==> src/rtl/stereo_pkg.sv <==
// Shared definitions for the stereo frame buffer write and display paths.
// Holds the capture state encoding, default geometry and the RGB565->RGB444 reduction.
package stereo_pkg;

  localparam int unsigned DEF_H_ACTIVE = 320;
  localparam int unsigned DEF_V_ACTIVE = 240;
  localparam int unsigned DEF_ADDR_W   = 17;

  typedef enum logic [1:0] {
    ST_SYNC   = 2'd0,
    ST_BLANK  = 2'd1,
    ST_ACTIVE = 2'd2
  } capture_state_t;

  // Keep the top four bits of each colour field.
  function automatic logic [11:0] rgb565_to_rgb444(input logic [15:0] px);
    return {px[15:12], px[10:7], px[4:1]};
  endfunction

endpackage

==> src/rtl/pixel_pair_assembler.sv <==
// Pairs camera bytes into 16-bit pixels: first byte of a pair is the high byte.
// A clear (href edge or not capturing) restarts pairing, so an odd trailing byte is dropped.
module pixel_pair_assembler (
  input  logic        CLK,
  input  logic        RST,
  input  logic        clear,
  input  logic        accept,
  input  logic [7:0]  byte_in,
  output logic        pix_valid,
  output logic [15:0] pix_data
);

  logic       phase_q;
  logic [7:0] hi_q;
  logic       phase_eff;

  // A byte arriving on the same cycle as the href edge starts a fresh pair.
  assign phase_eff = phase_q & ~clear;
  assign pix_valid = accept & phase_eff;
  assign pix_data  = {hi_q, byte_in};

  always_ff @(posedge CLK or posedge RST) begin
    if (RST) begin
      phase_q <= 1'b0;
      hi_q    <= 8'd0;
    end else if (accept) begin
      if (!phase_eff) begin
        hi_q    <= byte_in;
        phase_q <= 1'b1;
      end else begin
        phase_q <= 1'b0;
      end
    end else if (clear) begin
      phase_q <= 1'b0;
    end
  end

endmodule

==> src/rtl/frame_capture_writer.sv <==
// Camera byte stream to raster frame-buffer writes (RGB444), optional 2:1 decimation.
// Owns the vsync FSM, line/column counters and write address generation.
module frame_capture_writer
  import stereo_pkg::*;
#(
  parameter int unsigned H_ACTIVE = DEF_H_ACTIVE,
  parameter int unsigned V_ACTIVE = DEF_V_ACTIVE,
  parameter int unsigned ADDR_W   = DEF_ADDR_W,
  parameter bit          DECIMATE = 1'b1
) (
  input  logic              CLK,
  input  logic              RST,
  input  logic              cam_vsync,
  input  logic              cam_href,
  input  logic [7:0]        cam_byte,
  input  logic              cam_byte_valid,
  output logic [ADDR_W-1:0] address_out,
  output logic [11:0]       pixel_out,
  output logic              we,
  output logic              frame_done,
  output logic              overrun
);

  localparam int unsigned CW = $clog2(H_ACTIVE + 1);
  localparam int unsigned RW = $clog2(V_ACTIVE + 1);
  localparam logic [CW-1:0]     H_LIM  = CW'(H_ACTIVE);
  localparam logic [RW-1:0]     V_LIM  = RW'(V_ACTIVE);
  localparam logic [ADDR_W-1:0] H_STEP = ADDR_W'(H_ACTIVE);

  capture_state_t    state;
  logic              vsync_q;
  logic              href_q;
  logic              cam_col_lsb;
  logic              cam_row_lsb;
  logic [CW-1:0]     out_col;
  logic [RW-1:0]     out_row;
  logic [ADDR_W-1:0] line_base;

  logic        vs_rise;
  logic        vs_fall;
  logic        href_fall;
  logic        accept;
  logic        clear;
  logic        pix_valid;
  logic [15:0] pix_data;
  logic        row_kept;
  logic        pix_kept;

  assign vs_rise   = cam_vsync & ~vsync_q;
  assign vs_fall   = ~cam_vsync & vsync_q;
  assign href_fall = ~cam_href & href_q;

  // vsync rising aborts any pixel still in flight on that cycle.
  assign accept = cam_href & cam_byte_valid & (state == ST_ACTIVE) & ~vs_rise;
  assign clear  = (cam_href ^ href_q) | (state != ST_ACTIVE);

  assign row_kept = !DECIMATE || !cam_row_lsb;
  assign pix_kept = row_kept && (!DECIMATE || !cam_col_lsb);

  pixel_pair_assembler u_pair (
    .CLK       (CLK),
    .RST       (RST),
    .clear     (clear),
    .accept    (accept),
    .byte_in   (cam_byte),
    .pix_valid (pix_valid),
    .pix_data  (pix_data)
  );

  always_ff @(posedge CLK or posedge RST) begin
    if (RST) begin
      state       <= ST_SYNC;
      vsync_q     <= 1'b0;
      href_q      <= 1'b0;
      cam_col_lsb <= 1'b0;
      cam_row_lsb <= 1'b0;
      out_col     <= '0;
      out_row     <= '0;
      line_base   <= '0;
      address_out <= '0;
      pixel_out   <= 12'd0;
      we          <= 1'b0;
      frame_done  <= 1'b0;
      overrun     <= 1'b0;
    end else begin
      vsync_q    <= cam_vsync;
      href_q     <= cam_href;
      we         <= 1'b0;
      frame_done <= 1'b0;
      case (state)
        ST_SYNC: begin
          if (vs_rise) state <= ST_BLANK;
        end
        ST_BLANK: begin
          cam_col_lsb <= 1'b0;
          cam_row_lsb <= 1'b0;
          out_col     <= '0;
          out_row     <= '0;
          line_base   <= '0;
          if (vs_fall) state <= ST_ACTIVE;
        end
        ST_ACTIVE: begin
          if (vs_rise) begin
            frame_done <= 1'b1;
            state      <= ST_BLANK;
          end else begin
            if (pix_valid) begin
              cam_col_lsb <= ~cam_col_lsb;
              if (pix_kept) begin
                if (out_col < H_LIM && out_row < V_LIM) begin
                  we          <= 1'b1;
                  address_out <= line_base + ADDR_W'(out_col);
                  pixel_out   <= rgb565_to_rgb444(pix_data);
                end else begin
                  overrun <= 1'b1;
                end
                // Saturate so an over-long line cannot wrap back into range.
                if (out_col != H_LIM) out_col <= out_col + 1'b1;
              end
            end
            if (href_fall) begin
              cam_col_lsb <= 1'b0;
              cam_row_lsb <= ~cam_row_lsb;
              if (row_kept) begin
                out_col <= '0;
                if (out_row != V_LIM) begin
                  out_row   <= out_row + 1'b1;
                  line_base <= line_base + H_STEP;
                end
              end
            end
          end
        end
        default: state <= ST_SYNC;
      endcase
    end
  end

endmodule

==> config.mk <==
export PLATFORM = sky130hd
export DESIGN_NAME = frame_capture_writer
export DESIGN_NICKNAME = d
export VERILOG_FILES = /design/src/rtl/stereo_pkg.sv /design/src/rtl/pixel_pair_assembler.sv /design/src/rtl/frame_capture_writer.sv
export SDC_FILE = /design/constraint.sdc
export NUM_CORES = 1
export LEC_CHECK = 0
export ABC_CLOCK_PERIOD_IN_PS = 3600
export CAP_MARGIN = 20
export CORE_MARGIN = 4
export CORE_UTILIZATION = 40
export CTS_CLUSTER_SIZE = 28
export DETAILED_ROUTE_END_ITERATION = 16
export HOLD_SLACK_MARGIN = 0.08
export SYNTH_ARGS = -nofsm -noshare
export SYNTH_HDL_FRONTEND = slang
export SYNTH_SLANG_ARGS = --single-unit
export TNS_END_PERCENT = 1
==> constraint.sdc <==
create_clock -name CLK -period 3.6 [get_ports CLK]
set_clock_uncertainty 0.2 [all_clocks]
set_input_delay 0.54 -clock CLK [delete_from_list [all_inputs] [get_ports CLK]]
set_output_delay 0.54 -clock CLK [all_outputs]
set_load 0.005 [all_outputs]
==> impl_metrics.toml <==
[worst_setup_path]
rrSetupSlack_ns = 1.08
cp_max_fo = 13
cp_top_family = "simple AND/OR/NAND/NOR gates"
cp-start-kind = "primary input"
r2r_start = "state[0]"
required_ns = 3.67
cpMaxStageDelayCell = "or4_1"
critPathArrivalTime_ns = 2.74
crit_path_cell_trace = "clkdlybuf4s50_1 > inv_1 > ha_1 > nor2b_1 > nand3_1 > or4_1 > a21oi_1"
critPathLaunch = "cam_href"
slowest_delay_ns = 0.61
worstSetupPathType = "primary input to register"
endpoint_kind = "register"
crit_buf_inv = 2

[synthesis]
ys.flop_type = "dfrtp_1"
synth_edf_count = 0
synth-seq-area-share_pct = 48.5
syn_area_per_cell_um2 = 11.4
syn_area_um2 = 3810
synth_cells = 335
synthArstFlopShare_pct = 100
ys_ff_latch = 74
yosys_warnings = 0
ys_types = 57
syn-num-nets = 357

[route]
drtPass1Iterations = 4
drt_iter0_markers = 198
viasPerCell = 5.36
drt-total-wl_um = 7860
vias = 2760
drc = 0
wl_per_cell_um = 15.3
final_antenna_net_count = 0

[timing]
fin_crit_ns = 2.67
hold_viol = 0
finalCritPeriodShare_pct = 74.1
slew_viol_final = 0
worstMarginPinSlew_ns = 0.872
setup_viol = 0
max_freq_mhz = 375
rsz0062_at_grt = "no"
tns_ns = 0
slew_headroom_pct = 41.9

[min_path]
min_from = "overrun"
hp-class = "register to register"

[power]
finalPower_mw = 1.99
cellPowerDensity_nw_per_um2 = 430
p_leak_nw = 2.02
ir_worst_vdd_uv = 247

[clock_network]
cts-hold-fix-buffers = 0
numCtsBuffers = 9
path_clk_slew_ns = 0.08
cts_resized = 0
postCtsSetupBuffers = 0
clkSinkCount = 74
clkLatencyLatePin_ns = 0.36
tritoncts = "built"
htreeDepth = 3
cts_root_buffer = "clkbuf_8"
cts_buffer_depth = 2

[final_layout]
nNetsFinal = 403
fin_area_um2 = 4630
utilization_pct = 49.8
drive_above_1_share_pct = 18.4
mostFrequentLayoutCells = "dfrtp_1 (74), clkdlybuf4s50_1 (44), mux2_4 (28)"
n_antenna_cell = 0
nFillCells = 856
finalNonFillerCells = 515
layout_commonest_cell = "dfrtp_1"
syn_to_final_growth_pct = 21.3

[grt]
grt_pass1_vias = 2696
grt_overflow = 0
antenna_found_initial = 0
grt_max_degree = 32
gr-usage-all-layers_pct = 15.3
grt_pass1_wl_um = 13800

[die]
initial_core_util_pct = 41.1
die_h_um = 106
fp-row-count = 35
die_area_um2 = 11200
ioPinCount = 45
die_x_um = 106
core_um2 = 9280

[placement]
placedCellCount = 499
place_area_um2 = 4380
io_buffers = 44
gp_congestion = 0.814
place_hpwl_um = 5610

[run_status]
status = "complete, no violations"

[flow_run]
maxCapViolations = 0
[worst paths after layout]
path,to,depth (start not counted)
worst max-delay path,out_row[3],7
worst min-delay path,overrun,1
worst max register to register,pixel_out[0],5
worst min register to register,overrun,1
max in group asynchronous,address_out[7],3
min in group asynchronous,pixel_out[4],2
[state kept, by name, indices dropped and copies added (netlist names), 2 cells and up]
register and cells:
pixel_out 12, u_pair.hi_q 7, out_col 9, address_out 17
state 2, line_base 11, out_row 8
[cell usage after synthesis (6+ instances only)]
cell | number | area, um2
a21oi_1 | 8 | 40.0
a31oi_1 | 11 | 68.8
clkbuf_1 | 8 | 30.0
dfrtp_1 | 74 | 1850
ha_1 | 9 | 113
inv_1 | 9 | 33.8
mux2_2 | 7 | 78.8
mux2_4 | 28 | 420
mux2i_1 | 7 | 70.1
nand2_1 | 27 | 101
nand2b_1 | 7 | 43.8
nand3_1 | 12 | 60.1
nor2_1 | 12 | 45.0
nor3_1 | 12 | 60.1
nor4_1 | 9 | 56.3
o21ai_0 | 12 | 60.1
o31ai_1 | 6 | 45.0
xor2_1 | 7 | 61.3
[cells by family (layout without fill, tap and decap cells)]
| group | count (synthesis) | in the layout | share of synthesized area, % |
|---|---|---|---|
| muxes | 42 | 42 | 14.9 |
| AOI/OAI and AO/OA | 61 | 61 | 10.9 |
| adders and majority gates | 9 | 9 | 2.95 |
| buffers and inverters | 24 | 75 | 3.38 |
| and+or+nand+nor | 115 | 115 | 17.1 |
| xor gates and xnor gates | 10 | 10 | 2.30 |
| DFF | 74 | 74 | 48.5 |
[final cells by class]
| class | count | area [um2] | share of cell area [%] |
|---|---|---|---|
| clock buffers | 9 | 124 | 2.68 |
| well taps | 129 | 161 | 3.49 |
| multi-input cells | 237 | 1830 | 39.6 |
| clock inverters | 7 | 124 | 2.68 |
| inverters | 9 | 33.8 | 0.730 |
| repair buffers | 50 | 498 | 10.8 |
| flip-flops and latches | 74 | 1850 | 40.0 |
[routing by layer]
layer	share of wire [%]	global-route usage, %	vias up
met4	1.1	5.37	0
met3	3.3	3.74	10
met2	46	22.8	54
met5	0	0	-
li1	-	-	1330
met1	49	21.7	1366
[per-stage QoR]
step,hold slack [ns],worst slack [ns]
4_1_cts,0.283,0.937
3_3_place_gp,0.274,0.629
5_1_grt,0.321,0.769
6_report,0.276,0.934
2_1_floorplan,0.251,0.978
3_5_place_dp,0.268,0.573
[worst reg2reg max path, stage by stage (launching register included)]
cell	delay [ns]
dfrtp_1	0.42
nand2b_1	0.35
or3_4	0.54
nor3_4	0.19
buf_4	0.37
mux2_4	0.34
[power breakdown]
group / total [mW] / internal [mW] / switching [mW]
combinational: 0.255 / 0.102 / 0.153
clock: 0.806 / 0.466 / 0.339
sequential: 0.928 / 0.889 / 0.0389
total: 1.99 / 1.46 / 0.531
(Power assumes the default switching activity.)
